File: config.mk
export PLATFORM = sky130hd
export DESIGN_NAME = bcd_stopwatch_ctrl
export DESIGN_NICKNAME = d
export VERILOG_FILES = /design/src/rtl/bcd_stopwatch_ctrl.sv
export SDC_FILE = /design/constraint.sdc
export NUM_CORES = 1
export LEC_CHECK = 0
export ABC_AREA = 0
export BUFFER_PORTS_ARGS = -buffer_cell sky130_fd_sc_hd__buf_4
export CAP_MARGIN = 20
export CORE_MARGIN = 2
export CORE_UTILIZATION = 54
export DETAILED_ROUTE_END_ITERATION = 16
export GPL_ROUTABILITY_DRIVEN = 0
export PLACE_DENSITY_LB_ADDON = 0.08
export SLEW_MARGIN = 20
export SYNTH_ARGS = -nofsm -noshare
export SYNTH_HDL_FRONTEND = slang
export SYNTH_SLANG_ARGS = --single-unit
File: constraint.sdc
create_clock -name clk -period 2.24 [get_ports clk]
set_clock_uncertainty 0.15 [all_clocks]
set_input_delay 0.112 -clock clk [delete_from_list [all_inputs] [get_ports clk]]
set_output_delay 0.112 -clock clk [all_outputs]
set_load 0.01 [all_outputs]
File: src/rtl/bcd_stopwatch_ctrl.sv
// Purpose : two-digit BCD stopwatch sequencer with prescaler, BCD increment/wrap and lap freeze.
// Latency : tick is combinational from state/prescaler; count and Q update on the edge after tick.
// Backpress: none; command pulses are sampled every rising edge, priority clear > stop > start > lap.
//
// Ports:
//   clk       rising-edge clock
//   _rst      asynchronous active-low reset
//   start     begin / resume counting
//   stop      pause counting
//   clear     return to IDLE and zero count, prescaler and overflow
//   lap       freeze / release the display (active only with STOPWATCH_LAP_EN)
//   Q         displayed BCD value {tens, units}, registered
//   running   1 in RUN or HOLD
//   tick      1-cycle pulse on each count increment
//   overflow  sticky flag, set on the 99 -> 00 wrap
//
// Build option: define STOPWATCH_LAP_EN to enable the HOLD state, lap register and lap input.
module bcd_stopwatch_ctrl #(
  parameter int PRESCALE = 10,
  parameter int PS_W     = 8
) (
  input  logic       clk,
  input  logic       _rst,
  input  logic       start,
  input  logic       stop,
  input  logic       clear,
  input  logic       lap,
  output logic [7:0] Q,
  output logic       running,
  output logic       tick,
  output logic       overflow
);

  typedef struct packed {
    logic [3:0] tens;
    logic [3:0] units;
  } bcd_t;

`ifdef STOPWATCH_LAP_EN
  typedef enum logic [1:0] {IDLE = 2'd0, RUN = 2'd1, PAUSE = 2'd2, HOLD = 2'd3} state_t;
`else
  typedef enum logic [1:0] {IDLE = 2'd0, RUN = 2'd1, PAUSE = 2'd2} state_t;
`endif

  localparam logic [PS_W-1:0] PS_LAST = PS_W'(PRESCALE - 1);

  state_t          state, state_nx;
  bcd_t            count, count_nx, count_inc;
  logic [PS_W-1:0] ps, ps_nx;
  logic            ovf_nx;
  logic            wrap;
  logic            counting;
  logic [7:0]      q_nx;

`ifdef STOPWATCH_LAP_EN
  bcd_t lap_reg, lap_nx;
  assign counting = (state == RUN) || (state == HOLD);
`else
  logic unused_lap;
  assign unused_lap = lap;
  assign counting   = (state == RUN);
`endif

  assign running = counting;
  assign tick    = counting && (ps == PS_LAST);

  // BCD increment; units carry into tens, 99 wraps to 00.
  always_comb begin
    count_inc = count;
    wrap      = 1'b0;
    if (count.units == 4'd9) begin
      count_inc.units = 4'd0;
      if (count.tens == 4'd9) begin
        count_inc.tens = 4'd0;
        wrap           = 1'b1;
      end else begin
        count_inc.tens = count.tens + 4'd1;
      end
    end else begin
      count_inc.units = count.units + 4'd1;
    end
  end

  // Next-state logic. The tick-driven count update is computed before the
  // command decode so a stop landing on a tick cycle still keeps that increment.
  always_comb begin
    state_nx = state;
    count_nx = tick ? count_inc : count;
    ovf_nx   = overflow | (tick & wrap);
    ps_nx    = ps;
    if (counting) begin
      ps_nx = (ps == PS_LAST) ? '0 : ps + PS_W'(1);
    end
`ifdef STOPWATCH_LAP_EN
    lap_nx = lap_reg;
`endif

    if (clear) begin
      state_nx = IDLE;
      count_nx = '0;
      ps_nx    = '0;
      ovf_nx   = 1'b0;
    end else begin
      case (state)
        IDLE: begin
          if (start) begin
            state_nx = RUN;
            ps_nx    = '0;
          end
        end
        RUN: begin
          if (stop) begin
            state_nx = PAUSE;
          end
`ifdef STOPWATCH_LAP_EN
          else if (lap) begin
            state_nx = HOLD;
            lap_nx   = count;
          end
`endif
        end
        // Resume keeps the prescaler so the partial period is not restarted.
        PAUSE: begin
          if (start) begin
            state_nx = RUN;
          end
        end
`ifdef STOPWATCH_LAP_EN
        HOLD: begin
          if (stop) begin
            state_nx = PAUSE;
          end else if (lap) begin
            state_nx = RUN;
          end
        end
`endif
        default: state_nx = IDLE;
      endcase
    end

`ifdef STOPWATCH_LAP_EN
    q_nx = (state_nx == HOLD) ? lap_nx : count_nx;
`else
    q_nx = count_nx;
`endif
  end

  always_ff @(posedge clk or negedge _rst) begin
    if (!_rst) begin
      state    <= IDLE;
      count    <= '0;
      ps       <= '0;
      overflow <= 1'b0;
      Q        <= 8'h00;
`ifdef STOPWATCH_LAP_EN
      lap_reg  <= '0;
`endif
    end else begin
      state    <= state_nx;
      count    <= count_nx;
      ps       <= ps_nx;
      overflow <= ovf_nx;
      Q        <= q_nx;
`ifdef STOPWATCH_LAP_EN
      lap_reg  <= lap_nx;
`endif
    end
  end

endmodule
== Yosys cells after proc, flatten, opt, wreduce, memory -nomap -nowiden ==
Index checks and enable logic that the tools add are counted.
W data, S select, Z words.
Storage, ports and cells
  flip-flop bits (word level): 27
  input port bits: 6
  output and inout bits: 11
  logic and storage cells: 39
Cells by class
  add/sub/neg operators: 3
  equal/unequal tests: 7
  mux-type cells: 17
  bitwise operators: 2
  reductions and logical operators: 4
Operators with widths (count)
  $mux W8: 7
  $mux W4: 3
  $add A4 B1 Y4 const B: 2
  $add A8 B1 Y8 const B: 1
  $eq A4 B4 Y1 const B: 2
  $eq A8 B4 Y1 const B: 1
  $mux W2: 3
  $pmux W2 S2: 1
  $mux W1: 3
  $ne A3 B1 Y1 const B: 1
  $ne A3 B3 Y1 const B: 1
  $eq A2 B1 Y1 const B: 1
  $eq A2 B2 Y1 const B: 1
  $logic_not A2 Y1: 1
  $reduce_and A2 Y1: 1
  $reduce_or A2 Y1: 1
  $and A1 B1 Y1: 1
  $logic_and A1 B1 Y1: 1
  $or A1 B1 Y1: 1

== Longest topological paths before layout ==
  depth after elaboration: 6
  mapped depth: 8
  gate-level depth less buffers: 7

== Worst setup path before layout ==
OpenSTA, ideal clock, no wires.
  path type: flip-flop to flip-flop
  from: register ps[0]
  to: register ps[1]
  setup time: 0.087 ns
  arrival: 1.618 ns
  data required time: 2.003 ns
  setup slack: 0.385 ns
  stages on the path, launching flop included: 8
  buffers on the path: 1
  clock period less this slack: 1.855 ns
  path through: dfrtp_1 > ha_1 > and3b_1 > nand3_2 > inv_2 > or3_1 > buf_2 > a211oi_2
Between the ends
  longest elaborated chain between the ends: 6
  elaborated cells between the ends (all ways): 7
  those cells by class: add/sub (1); eq/ne (1); mux (5)
Ends and longest elaborated chain
  start, declared: line 49  | logic [PS_W-1:0] ps, ps_nx;
  start signal, assigned: line 161  | ps <= ps_nx;
  $add A8 B1 Y8 / $eq A8 B4 Y1 (equally long branches): line 92  | ps_nx = (ps == PS_LAST) ? '0 : ps + PS_W'(1);
  $mux W8 (*): line 92
  $mux W8 (*): line 91  | if (counting) begin
  $mux W8: line 106  | if (start) begin
  $mux W8 (*): line 104  | case (state)
  $mux W8 (*): line 98  | if (clear) begin
  via ps_nx[1]: line 49
The timed path passes the listed nets; every way through them passes the cells marked *.
A chain may end at the register's enable or synchronous reset.

== Worst setup path in the final report ==
  from: register count[1] (netlist bit)
  to: register count[6] (netlist bit)
Between the ends
  longest elaborated chain between the ends: 4
Ends and longest elaborated chain
  start, declared: line 48  | bcd_t count, count_nx, count_inc;
  start signal, assigned: line 160  | count <= count_nx;
  $eq A4 B4 Y1: line 71  | if (count.units == 4'd9) begin
  $mux W4: line 71
  $mux W8: line 88  | count_nx = tick ? count_inc : count;
  $mux W8: line 98
No other way between the ends.

==> results_dict.tcl <==
set metrics [dict create \
    min_to "state[1]$_DFFE_PN0P_" \
    critPathRequiredTime_ps 2320 \
    vias 804 \
    drive_gt1_share_pct 21.60 \
    root_buffer "clkbuf_4" \
    p_per_area_nw_per_um2 465.9 \
    ctsHoldBuffers 4 \
    rows 15 \
    yosys_warnings 0 \
    p_comb_share_pct 8.7 \
    worstPathCellList "inv_1, ha_1, and3b_1, nand4_1, or4_1, a21oi_1" \
    setup_viol 0 \
    post_dp_cell_area_sq_um 1162 \
    syn_area_sq_um 1027 \
    ff2ff_setup_slack_ps 190 \
    crit_buf_inv 1 \
    cts.sinks 19 \
    cts_resized 0 \
    hpwl_microns 1357 \
    cts_tree "yes" \
    slew_headroom_pct 80.34 \
    grt_pass1_wl_microns 3229 \
    grtUsageTotal_pct 20.44 \
    overflow 0 \
    yosysTopAreaCell "dfrtp_1" \
    cts_buffers 3 \
    grt_pass1_vias 785 \
    synth_nets 116 \
    ys_types 32 \
    r2r-start "count[1]$_DFFE_PN0P_" \
    synth_top_area_share_pct 46.29 \
    start_util_pct 58.23 \
    fin_crit_sh_pct 91.50 \
    path_class "flop to flop" \
    syn_avg_cell_area_sq_um 9.877 \
    crit_fanout 8 \
    wl_per_cell_microns 12.67 \
    htreeDepth 1 \
    synth_edf_count 0 \
    ant_nets 0 \
    dp_cells 142 \
    holdWs_ps -1.137 \
    synth_cells 104 \
    place_ws_ps 212.7 \
    synthArstFlopShare_pct 100.0 \
    r2r_end "count[6]$_DFFE_PN0P_" \
    die_w_microns 47.62 \
    rsz0062_at_grt "false" \
    instances_no_fill 150 \
    reg2reg_depth 6 \
    grt_antenna_before_repair 0 \
    final_nets 138 \
    die_h_microns 47.62 \
    die_area_sq_um 2267 \
    outcome "complete, but fails checks" \
    io_buffers 15 \
    postCtsSetupRepairBufs 0 \
    area_growth_pct 19.61 \
    cp_top_family "simple AND/OR/NAND/NOR gates" \
    viasPerCell 5.360 \
    p_leak_nw 0.5722 \
    yosysMostFrequentCell "dfrtp_1" \
    fin_crit_ps 2050 \
    grt_max_degree 20 \
    fmax_ghz 0.4879 \
    drt-initial-drc-count 4 \
    synth_flop_cell "dfrtp_1" \
    hold_start "start" \
    power.clock.fraction_pct 30.0 \
    cts.clk_slew.worst_paths_ps 100 \
    power.internal_mw 0.4386 \
    critical_path_arrival_ps 2130 \
    final_util_pct 69.65 \
    synth_area_leaders "dfrtp_1 (46%), ha_1 (7.3%), xor2_1 (5.1%), nor2_1 (4.8%), a21oi_1 (3.9%)" \
    core_area_sq_um 1764 \
    sw_frac_of_total_pct 23.38 \
    setup_tns_ps 0 \
    hold_viol 1 \
    fin_ws_ps 190.4 \
    fin_area_sq_um 1229 \
    worstMarginPinSlew_ps 294.9 \
    setup.worst_path.start_class "flop" \
    crit_path_top_delay_cell "or4_1" \
    vdd_drop_max_mv 0.4063 \
    max_stage_delay_ps 470 \
    synth-seq-cells 19 \
    synthTopCellsByCount "dfrtp_1 (19), nor2_1 (13), a21oi_1 (8), nand2_1 (8)" \
    end_kind "flop" \
    drv_slew 0 \
    switchingPower_mw 0.1339 \
    ios 17 \
    drc_errors 0 \
    cts_max_path_buffers 2 \
    clk_latency_ps 290 \
    seq_area_frac_synth_pct 46.29 \
    pwr-share-seq_pct 61.3 \
    violations "hold timing" \
    drt_pass1_iterations 4 \
    num_antenna_cells 0 \
    maxCapViolations 0 \
    worstHoldPathCells 4 \
    hold_class "primary input to flop" \
    drt_wl_total_microns 1900 \
]
[metrics by stage]
step | hold WS [ps] | power, mW
floorplan | -333.6 | 0.3826
global placement | -149.5 | 0.4010
detailed placement | -146.1 | 0.4027
CTS | 0.1090 | 0.5837
global route | 41.33 | 0.6018
finish | -1.137 | 0.5725
[logic make-up (layout without fill, tap and decap cells)]
| kind of cell | Yosys count | in the layout | synth area share, % |
|---|---|---|---|
| AOI/OAI and AO/OA | 16 | 16 | 9.379 |
| xor gates and xnor gates | 7 | 7 | 5.968 |
| adders and majority gates | 6 | 6 | 7.308 |
| buffers and inverters | 8 | 29 | 3.409 |
| DFF | 19 | 19 | 46.29 |
| and+or+nand+nor | 48 | 48 | 27.65 |
[tightest hold or removal path, stage by stage]
cell	delay, ps
buf_4	80
nor2_1	30
a22oi_1	130
nor2_1	60
[registers in the layout (all words and copies together) (netlist names)]
register  flops
count         6
overflow      1
Q             2
ps            8
state         2
[power groups by stage]
stage / sequential (mW) / combinational, mW / clock [mW]
floorplan: 0.357 / 0.0259 / 0
global placement: 0.357 / 0.0435 / 0
detailed placement: 0.358 / 0.0450 / 0
CTS: 0.351 / 0.0508 / 0.182
global route: 0.352 / 0.0571 / 0.193
finish: 0.351 / 0.0497 / 0.172
[how the worst max path moves through the flow]
stage	from	cells past startpoint	slack (ps)	end
after global routing	count[1]$_DFFE_PN0P_	6	50	count[6]$_DFFE_PN0P_
after detailed placement	count[1]$_DFFE_PN0P_	6	210	count[6]$_DFFE_PN0P_
after CTS	count[1]$_DFFE_PN0P_	6	180	count[6]$_DFFE_PN0P_
final	count[1]$_DFFE_PN0P_	6	190	count[6]$_DFFE_PN0P_
after global placement	ps[0]$_DFF_PN0_	6	260	ps[1]$_DFF_PN0_
after floorplan	ps[0]$_DFF_PN0_	7	390	ps[1]$_DFF_PN0_
[routing by layer]
metal / vias up / GRT usage, % / routed length [microns]
met5: - / 0 / 0
met3: 2 / 6.792 / 69
met2: 13 / 34.32 / 942
li1: 407 / - / -
met1: 382 / 25.59 / 874
met4: 0 / 4.865 / 14
[placed cells by master, fill, tap and decap left out, drive strengths merged, types with 2 or more instances in the layout]
cell,Yosys,final
and3b,3,3
or3,6,6
buf,2,16
nand2b,3,3
ha,6,6
nor2,13,13
nand4,4,4
xor2,6,6
inv,5,5
dlygate4sd3,0,4
o21ai,3,3
dfrtp,19,19
clkbuf,1,4
a21oi,8,8
a31oi,2,2
nand2,8,8
nand3,3,3
[area by class of cell]
type                       instances  area, sq um
timing repair buffer              20        160.2
fill                             157        535.5
inverter                           5        18.77
tap                               25        31.28
multi-input combinational         77        516.7
sequential                        19        475.5
clock buffer                       4        26.28
(Power assumes the default switching activity.)
